==> src/rtl/sgnext_pkg.sv <==
// Shared constants and sizing helpers for the sign-extension datapath.
package sgnext_pkg;

  localparam logic ST_IDLE = 1'b0;
  localparam logic ST_BUSY = 1'b1;

  // Number of N-bit samples packed in one M-bit word.
  function automatic int calc_k(input int m, input int n);
    return m / n;
  endfunction

  // Sample counter width; never narrower than one bit.
  function automatic int calc_cw(input int k);
    int w;
    w = $clog2(k);
    return (w < 1) ? 1 : w;
  endfunction

endpackage

==> src/rtl/sgnextN.sv <==
// Sign-extends an N-bit value to M bits by replicating its top bit.
module sgnextN #(
  parameter int N = 8,
  parameter int M = 32
) (
  input  logic [N-1:0] din,
  output logic [M-1:0] dout
);

  assign dout = {{(M-N){din[N-1]}}, din};

endmodule

==> src/rtl/sgnext_unpacker.sv <==
// Splits a packed M-bit word into K = M/N samples, emitted LSB-first and extended to M bits.
// Optional zero-extension mode per word is enabled by defining SGNEXT_UNPACKER_ZEXT_EN.
module sgnext_unpacker
  import sgnext_pkg::*;
#(
  parameter int N = 8,
  parameter int M = 32
) (
  input  logic         i_clk,
  input  logic         i_rst,
  input  logic [M-1:0] i_data,
  input  logic         i_valid,
  output logic         o_ready,
  output logic [M-1:0] o_data,
  output logic         o_valid,
  input  logic         i_ready,
`ifdef SGNEXT_UNPACKER_ZEXT_EN
  input  logic         i_zext,
`endif
  output logic         o_last
);

  generate
    if ((M % N) != 0 || N >= M || N < 2) begin : g_bad_params
      $error("sgnext_unpacker: M must be a multiple of N with 1 < N < M");
    end
  endgenerate

  localparam int K  = calc_k(M, N);
  localparam int CW = calc_cw(K);
  localparam logic [CW-1:0] CNT_LAST = CW'(K - 1);

  logic          state;
  logic [M-1:0]  sr;
  logic [CW-1:0] cnt;
  logic          busy;
  logic          at_last;
  logic          word_acc;
  logic          samp_acc;
  logic [M-1:0]  sx_data;
  logic [M-1:0]  ext_data;

  assign busy    = (state == ST_BUSY);
  assign at_last = (cnt == CNT_LAST);

  // A new word may be taken in the same cycle the final sample leaves, so no bubble.
  assign o_ready  = !busy || (i_ready && at_last);
  assign o_valid  = busy;
  assign o_last   = busy && at_last;
  assign word_acc = i_valid && o_ready;
  assign samp_acc = busy && i_ready;

  sgnextN #(.N(N), .M(M)) u_sgnext (
    .din  (sr[N-1:0]),
    .dout (sx_data)
  );

`ifdef SGNEXT_UNPACKER_ZEXT_EN
  logic zext;
  assign ext_data = zext ? M'(sr[N-1:0]) : sx_data;
`else
  assign ext_data = sx_data;
`endif

  assign o_data = busy ? ext_data : '0;

  always_ff @(posedge i_clk) begin
    if (i_rst) begin
      state <= ST_IDLE;
      sr    <= '0;
      cnt   <= '0;
`ifdef SGNEXT_UNPACKER_ZEXT_EN
      zext  <= 1'b0;
`endif
    end else if (word_acc) begin
      state <= ST_BUSY;
      sr    <= i_data;
      cnt   <= '0;
`ifdef SGNEXT_UNPACKER_ZEXT_EN
      zext  <= i_zext;
`endif
    end else if (samp_acc) begin
      if (at_last) begin
        state <= ST_IDLE;
      end else begin
        sr  <= sr >> N;
        cnt <= cnt + CW'(1);
      end
    end
  end

endmodule

==> config.mk <==
export PLATFORM = sky130hd
export DESIGN_NAME = sgnext_unpacker
export DESIGN_NICKNAME = d
export VERILOG_FILES = /design/src/rtl/sgnext_pkg.sv /design/src/rtl/sgnextN.sv /design/src/rtl/sgnext_unpacker.sv
export SDC_FILE = /design/constraint.sdc
export NUM_CORES = 1
export LEC_CHECK = 0
export ABC_AREA = 1
export CORE_MARGIN = 2
export CORE_UTILIZATION = 40
export DETAILED_ROUTE_END_ITERATION = 12
export PLACE_DENSITY = 0.78
export SETUP_SLACK_MARGIN = 0.4
export SLEW_MARGIN = 20
export SYNTH_ARGS = -nofsm -noshare
export SYNTH_HDL_FRONTEND = slang
export SYNTH_SLANG_ARGS = --single-unit
==> constraint.sdc <==
create_clock -name i_clk -period 2.9 [get_ports i_clk]
set_clock_uncertainty 0.2 [all_clocks]
set_input_delay 0.58 -clock i_clk [delete_from_list [all_inputs] [get_ports i_clk]]
set_output_delay 0.58 -clock i_clk [all_outputs]
set_load 0.005 [all_outputs]
==> reports/results.tsv <==
stage	metric	value	unit
timing	final setup TNS	0	ps
floorplan	Total Die Area	5530	um2
clock_network	insertion delay to the later sink of the worst-skew pair	290	ps
layout	share of layout cells above drive strength 1	5.08	%
pwr	Cell Pwr Density	496	nW/um2
placed_design	Placer Congestion	0.762	
global_routing	first-pass GRT wire length	7180	um
timing	Final setup viols	0	
synth	top-area cell type share of the netlist area	35.4	%
timing	min cycle time layout	2320	ps
timing	Hold Fails Final Rpt	0	
drt	via count	1879	
synth	synthesized area	1980	um2
global_routing	Total Routing Usage GR	16.8	%
layout	Layout area overhead	35.4	%
placed_design	Detail Placement HPWL	2910	um
global_routing	pin count of the biggest net entering global routing	35	
layout	Seq. cell area	701	um2
job	Max Cap Violations	0	
drt	WL/cell	10.1	um
layout	Multi-input gate area	774	um2
synth	YS warnings	0	
global_routing	vias in the first global route	1705	
worst_hold_path	Hold Path Class	register to register	
layout	nets@finish	390	
synth	ys async rst share	0	%
pwr	Total Power	1330	uW
worst_setup_path	CP Capture Type	output port	
drt	Via density	4.46	
pwr	Lkg Pwr	0.00130	uW
clock_network	Setup Buffers After CTS	0	
clock_network	htree depth	2	
drt	1st-iter DRT viols	94	
floorplan	I/O pin count	71	
placed_design	placed cells	413	
clock_network	Worst-path clk slew	70	ps
synth	syn_nets	348	
drt	antenna-violating nets left	0	
synth	Yosys cell types	15	
synth	Synth area leader	dfxtp_1	
timing	RSZ-0062 raised after global routing	no	
synth	top post-synthesis cells by count	78 x nand2_1, 65 x inv_1, 50 x nand3_1, 35 x dfxtp_1, 33 x a21oi_1	
layout	fin util	56.4	%
timing	fmax	431	MHz
synth	top post-synthesis cells by area	dfxtp_1 35%, nand2_1 15%, nand3_1 13%, inv_1 12%, buf_4 11%	
synth	Mapped Cells	311	
clock_network	TritonCTS clock tree	yes	
worst_setup_path	startpoint type of the worst setup path	register	
timing	Worst Max-Slew Pin Slew	603	ps
floorplan	die height	74.4	um
floorplan	die width	74.4	um
drt	routed wire length	4240	um
synth	count leader, synth	nand2_1	
pwr	peak supply drop	275	uV
floorplan	Initial Utilization	41.7	%
worst_setup_path	kind of critical path	register to output port	
global_routing	initial antenna violation count	0	
worst_setup_path	Data arrival, critical path	1540	ps
clock_network	CTS Buffer Depth	2	
run_status	status	complete, no violations	
global_routing	global route overflow	0	
clock_network	TritonCTS Buffers	5	
floorplan	Core Footprint	4750	um2
synth	ys flop type	dfxtp_1	
drt	post-route DRC violation count	0	
synth	post-synthesis sequential area ratio	35.4	%
timing	headroom to the max-slew limit	59.7	%
layout	Cell Count, Final, Fillers Out	421	
layout	n_diodes	0	
floorplan	Placement Rows	25	
synth	syn_area_per_cell	6.37	um2
timing	Final Max Slew Viols	0	
drt	drt pass-1 iters	4	
worst_setup_path	Worst EP required	2120	ps
worst_setup_path	Crit Path Max Fanout	25	
timing	Final Hold Slack	267	ps
placed_design	IO Port Bufs	70	
clock_network	# clock sinks	35	
timing	final period utilization	79.9	%
clock_network	CTS root buf	clkbuf_8	
layout	fill cell count	489	
synth	Synth Register Bits	35	
synth	EDFF count, synth	0	
==> cell families (layout without fill, tap and decap cells) <==
group	after synthesis	count (layout)	share of synthesized area (%)
adders and majority gates	1	1	0.631
and+or+nand+nor	133	133	28.7
buffers and inverters	106	149	25.8
AOI/OAI and AO/OA	35	35	9.03
xor gates and xnor gates	1	1	0.442
DFF	35	35	35.4
==> power breakdown <==
part           internal [uW]  switching [uW]
registers                520            19.0
clock network            344             178
logic                    136             134
total                   1000             331
==> registers in the layout, indices dropped and copies added (netlist names) <==
register / cells
sr: 32
o_valid: 1
cnt: 2
==> routing by layer <==
layer | share of wire (%) | global-route usage (%)
met5 | 0 | 0
met2 | 48 | 30.1
met1 | 43 | 18.7
met4 | 2.0 | 5.95
met3 | 6.8 | 5.01
==> through the flow <==
step           area, um2  worst slack, ps
4_1_cts             2680              538
3_5_place_dp        2540              237
6_report            2680              582
2_1_floorplan       1980              876
3_3_place_gp        2540              326
5_1_grt             2680              435
==> timing repair <==
action | 4_1_cts | 5_1_grt
resized for setup | 2 | 1
setup endpoints to repair | 26 | 5
hold buffers | 0 | 0
pin swaps | 0 | 0
==> critical path: stages (launching register included) <==
cell and delay [ps]:
dfxtp_1 310, nand2_1 100, clkinvlp_4 290, clkdlybuf4s50_1 550
==> path summary, 6_finish.rpt <==
path            from          to  slack, ps  cells past startpoint
max          o_valid  o_data[23]        580                      3
min reg2reg   sr[26]      sr[26]        270                      2
max reg2reg   cnt[0]      sr[25]        980                      8
min           sr[26]      sr[26]        270                      2
==> cell usage in the layout, fill, tap and decap left out <==
| cell type | synthesis | layout |
|---|---|---|
| nand2_1 | 78 | 78 |
| clkdlybuf4s50_1 | 0 | 69 |
| bufinv_16 | 0 | 2 |
| nand2_4 | 0 | 1 |
| clkinvlp_4 | 0 | 1 |
| clkbuf_8 | 0 | 5 |
| a21oi_1 | 33 | 33 |
| nand3_1 | 50 | 50 |
| a21oi_2 | 1 | 1 |
| xor2_1 | 1 | 1 |
| dlygate4sd2_1 | 0 | 1 |
| clkbuf_1 | 4 | 1 |
| ha_1 | 1 | 1 |
| o21ai_0 | 1 | 1 |
| buf_4 | 28 | 6 |
| inv_1 | 65 | 64 |
| nand2_2 | 3 | 2 |
| dfxtp_1 | 35 | 35 |
| nor2_1 | 2 | 2 |
==> layout make-up <==
type / count / area share, %
Multi-Input combinational cell: 170 / 28.9
Timing Repair Buffer: 76 / 27.7
Sequential cell: 35 / 26.1
Inverter: 65 / 9.23
Tap cell: 67 / 3.12
Clock buffer: 6 / 2.70
Clock inverter: 2 / 2.24
Power figures use the tool's default switching activity.
